`config.mk`:
```
export PLATFORM = sky130hd
export DESIGN_NAME = ifu_fetch
export DESIGN_NICKNAME = d
export VERILOG_FILES = /design/src/rtl/ifu_fetch.sv
export SDC_FILE = /design/constraint.sdc
export NUM_CORES = 1
export LEC_CHECK = 0
export ABC_CLOCK_PERIOD_IN_PS = 2900
export BUFFER_PORTS_ARGS = -buffer_cell sky130_fd_sc_hd__buf_2
export CAP_MARGIN = 25
export CORE_MARGIN = 3
export CORE_UTILIZATION = 35
export CTS_CLUSTER_SIZE = 20
export DETAILED_ROUTE_END_ITERATION = 8
export PLACE_DENSITY_LB_ADDON = 0.12
export SLEW_MARGIN = 20
export SYNTH_ARGS = -nofsm -noshare
export SYNTH_HDL_FRONTEND = slang
export SYNTH_SLANG_ARGS = --single-unit
```
`constraint.sdc`:
```
create_clock -name clk -period 2.9 [get_ports clk]
set_clock_uncertainty 0.2 [all_clocks]
set_input_delay 0 -clock clk [delete_from_list [all_inputs] [get_ports clk]]
set_output_delay 0 -clock clk [all_outputs]
set_load 0.05 [all_outputs]
```
`src/rtl/ifu_fetch.sv`:
```
// Instruction fetch unit: owns the PC and the imem request/response handshake.
// Optional misaligned-target fault when IFU_MISALIGN_CHK_EN is defined.
module ifu_fetch #(
    parameter logic [31:0] RESET_PC       = 32'h8000_0000,
    parameter int          TIMEOUT_CYCLES = 255
) (
    input  logic        clk,
    input  logic        rst,
    input  logic [31:0] next_pc,
    input  logic        commit,
    output logic [31:0] pc,
    output logic [31:0] instruction,
    output logic        inst_valid,
    output logic        imem_req_valid,
    input  logic        imem_req_ready,
    output logic [31:0] imem_addr,
    input  logic        imem_rsp_valid,
    input  logic [31:0] imem_rsp_data,
    input  logic        imem_rsp_err,
    output logic        fetch_err,
    output logic        misalign
);

    localparam int CW = $clog2(TIMEOUT_CYCLES + 1);
    localparam logic [CW-1:0] TMAX = CW'(TIMEOUT_CYCLES);

    typedef enum logic [2:0] {
        IDLE,
        REQ,
        WAIT,
        EXEC,
        ERR
    } state_t;

    state_t        state;
    logic [CW-1:0] cnt;

    // Handshake outputs depend only on registered state, never on ready.
    assign imem_req_valid = (state == REQ);
    assign imem_addr      = pc;
    assign inst_valid     = (state == EXEC);

`ifdef IFU_MISALIGN_CHK_EN
    logic misalign_q;
    assign misalign = misalign_q;
`else
    logic unused_pc_lsb;
    assign misalign      = 1'b0;
    assign unused_pc_lsb = ^next_pc[1:0];
`endif

    always_ff @(posedge clk or posedge rst) begin
        if (rst) begin
            state       <= IDLE;
            pc          <= RESET_PC;
            instruction <= '0;
            fetch_err   <= 1'b0;
            cnt         <= '0;
`ifdef IFU_MISALIGN_CHK_EN
            misalign_q  <= 1'b0;
`endif
        end else begin
            case (state)
                IDLE: state <= REQ;
                REQ: begin
                    if (imem_req_ready) begin
                        state <= WAIT;
                        cnt   <= '0;
                    end
                end
                WAIT: begin
                    // A response in the timeout cycle still wins.
                    if (imem_rsp_valid) begin
                        if (imem_rsp_err) begin
                            state     <= ERR;
                            fetch_err <= 1'b1;
                        end else begin
                            instruction <= imem_rsp_data;
                            state       <= EXEC;
                        end
                    end else if (cnt == TMAX) begin
                        state     <= ERR;
                        fetch_err <= 1'b1;
                    end else begin
                        cnt <= cnt + 1'b1;
                    end
                end
                EXEC: begin
                    if (commit) begin
`ifdef IFU_MISALIGN_CHK_EN
                        if (next_pc[1:0] != 2'b00) begin
                            state      <= ERR;
                            fetch_err  <= 1'b1;
                            misalign_q <= 1'b1;
                        end else begin
                            pc    <= next_pc;
                            state <= REQ;
                        end
`else
                        pc    <= {next_pc[31:2], 2'b00};
                        state <= REQ;
`endif
                    end
                end
                ERR:     state <= ERR;
                default: state <= IDLE;
            endcase
        end
    end

endmodule

```
==> reports/qor.yml <==
placed_design:
  hpwl_mm: 5.20
  post_dp_cell_area_mm2: 0.00415
  io_buffers: 162
  dpl_worst_slack_ns: 0.775
  gp_congestion: 0.736
route:
  first_pass_iters: 4
  wl_per_cell_um: 14.0
  antenna_left: 0
  vias: 2468
  drc: 0
  avgViaCountPerCell: 4.31
  drtIter0Drc: 134
  finalWirelength_mm: 8.02
sta:
  rsz0062_at_grt: "false"
  period_share_pct: 72.8
  finalSetupViolCount: 0
  hold_violations: 0
  tightest_slew_ns: 0.812
  min_period_ns: 2.11
  finalMaxSlewViolations: 0
  fmax_ghz: 0.474
  setup_tns_ns: 0
  max_slew_margin_pct: 45.8
  setup_slack_ns: 0.789
grt:
  gr-usage-all-layers_pct: 14.9
  grt_pass1_wl_mm: 13.3
  grt_max_degree: 39
  antenna_found_initial: 0
  gr-total-overflow: 0
  grt_pass1_vias: 2546
setup_path:
  worstReg2RegStart: "state[2]"
  path_cells: "nor3b_4, nand2_4, mux2_4"
  required_ns: 2.93
  start_kind: "register"
  crit_start: "state[2]"
  worstSetupEndpointType: "register"
  critical_path_arrival_ns: 2.14
  crit_end: "instruction[5]"
  r2r_setup_slack_ns: 0.79
  worstSetupPathType: "reg2reg"
  critical-path-max-stage-delay_ns: 0.46
  crit_slowest_cell: "dfrtp_1"
  path_max_fanout: 33
  rr_worst_depth: 3
  worstReg2RegEnd: "instruction[5]"
floorplanning:
  fp.dieW_um: 106
  start_util_pct: 36.8
  core_area_mm2: 0.00942
  io_pins: 170
  die_y_um: 106
  placementRows: 35
  die_area_mm2: 0.0111
yosys:
  synth_top_area_share_pct: 52.7
  yosys.area.top_type: "dfrtp_1"
  yosysSeqAreaShare_pct: 53.5
  synth_ff_type: "dfrtp_1"
  syn_area_mm2: 0.00347
  synth.most_common_cell: "dfrtp_1"
  ys_top_cells_by_count: "dfrtp_1, mux2_4, buf_4"
  ys_ff_latch: 74
  async_flop_share_pct: 100
  syn_inst: 232
  synth_edf_count: 0
  yosysWarnings: 0
  post_synth.cell_area_avg_um2: 14.9
  ys_types: 35
  synthTopCellsByArea: "dfrtp_1, mux2_4, buf_4, buf_6, nand2_1"
finish:
  syn2layout_area_growth_pct: 45.7
  drive_gt1_share_pct: 56.4
  multi_input_area_mm2: 0.00129
  final_area_mm2: 0.00505
  antennaDiodeCount: 0
  utilization_pct: 53.6
  nFillCells: 803
  regArea_mm2: 0.00185
  final_nets: 509
clock_network:
  cts_tree: "done"
  clock_sink_count: 74
  clock_path_buffers: 2
  numCtsBuffers: 9
  clock_latency_ns: 0.34
  cts_resized: 0
  root_buffer: "clkbuf_8"
  postCtsHoldBufs: 68
  cts-htree-levels: 3
  path_clk_slew_ns: 0.08
  cts_setup_buffers: 0
job:
  maxCapViolCount: 0
min_path:
  holdCritPathClass: "in2async"
outcome:
  status: "complete, no violations"
## stage by stage
| step | hold slack [ns] | cells |
|---|---|---|
| finish | 0.168 | 572 |
| global route | 0.201 | 572 |
| CTS | 0.172 | 572 |
| detailed placement | 0.00880 | 488 |
| global placement | 0.0289 | 488 |
| floorplan | -0.0523 | 236 |
## kinds of logic (layout without fill, tap and decap cells)
| kind of cell | after synthesis | after routing | synth area share (%) |
|---|---|---|---|
| fa+ha+maj | 1 | 1 | 0.361 |
| mux | 66 | 66 | 27.7 |
| buf+inv | 44 | 251 | 9.86 |
| other cells | 1 | 5 | 0.108 |
| flops | 74 | 74 | 53.5 |
| simple gates | 32 | 32 | 5.49 |
| compound gates | 14 | 14 | 3.03 |
## state kept, by name, indices dropped and copies added, names as in the netlist
signal and cells:
fetch_err 1, imem_addr 30, instruction 32, cnt 8, state 3
## layout make-up
class / count / share of cell area (%)
clock inverter: 6 / 1.59
timing repair buffer: 232 / 30.1
tap: 129 / 3.20
inverter: 3 / 0.223
multi-input combinational: 118 / 25.5
sequential: 74 / 36.7
clock buffer: 10 / 2.73
## worst min-delay path by stage
| stage | startpoint | end | slack [ns] |
|---|---|---|---|
| after floorplan | next_pc[31] | imem_addr[31] | -0.05 |
| after global placement | rst | instruction[9] | 0.03 |
| after detailed placement | rst | instruction[16] | 0.009 |
| after CTS | rst | state[0] | 0.17 |
| after global routing | next_pc[14] | imem_addr[14] | 0.20 |
| final | rst | cnt[4] | 0.17 |
## layer usage
layer | vias up | share of wire [%] | global-route usage (%)
met4 | 0 | 1.7 | 6.38
met3 | 12 | 5.8 | 3.55
met1 | 1183 | 44 | 19.2
li1 | 1169 | - | -
met2 | 104 | 48 | 24.1
met5 | - | 0 | 0
## critical path, delay by kind of cell, from the launching register on
family        cells  cell delay [ns]
simple gates      2             0.88
mux               1             0.44
flops             1             0.46
## cells in the final DEF (no fill, tap or decap), drive strengths merged, types with 4 or more instances in the layout
cell,count
clkinv,4
nor2b,5
clkbuf,10
mux2i,4
nand2,13
buf,164
dlygate4sd3,68
conb,5
mux2,62
dfrtp,73
Power is left out: the tool's default activity adds up to more than one toggle a clock period on the data nets, which glitch-free logic cannot reach.
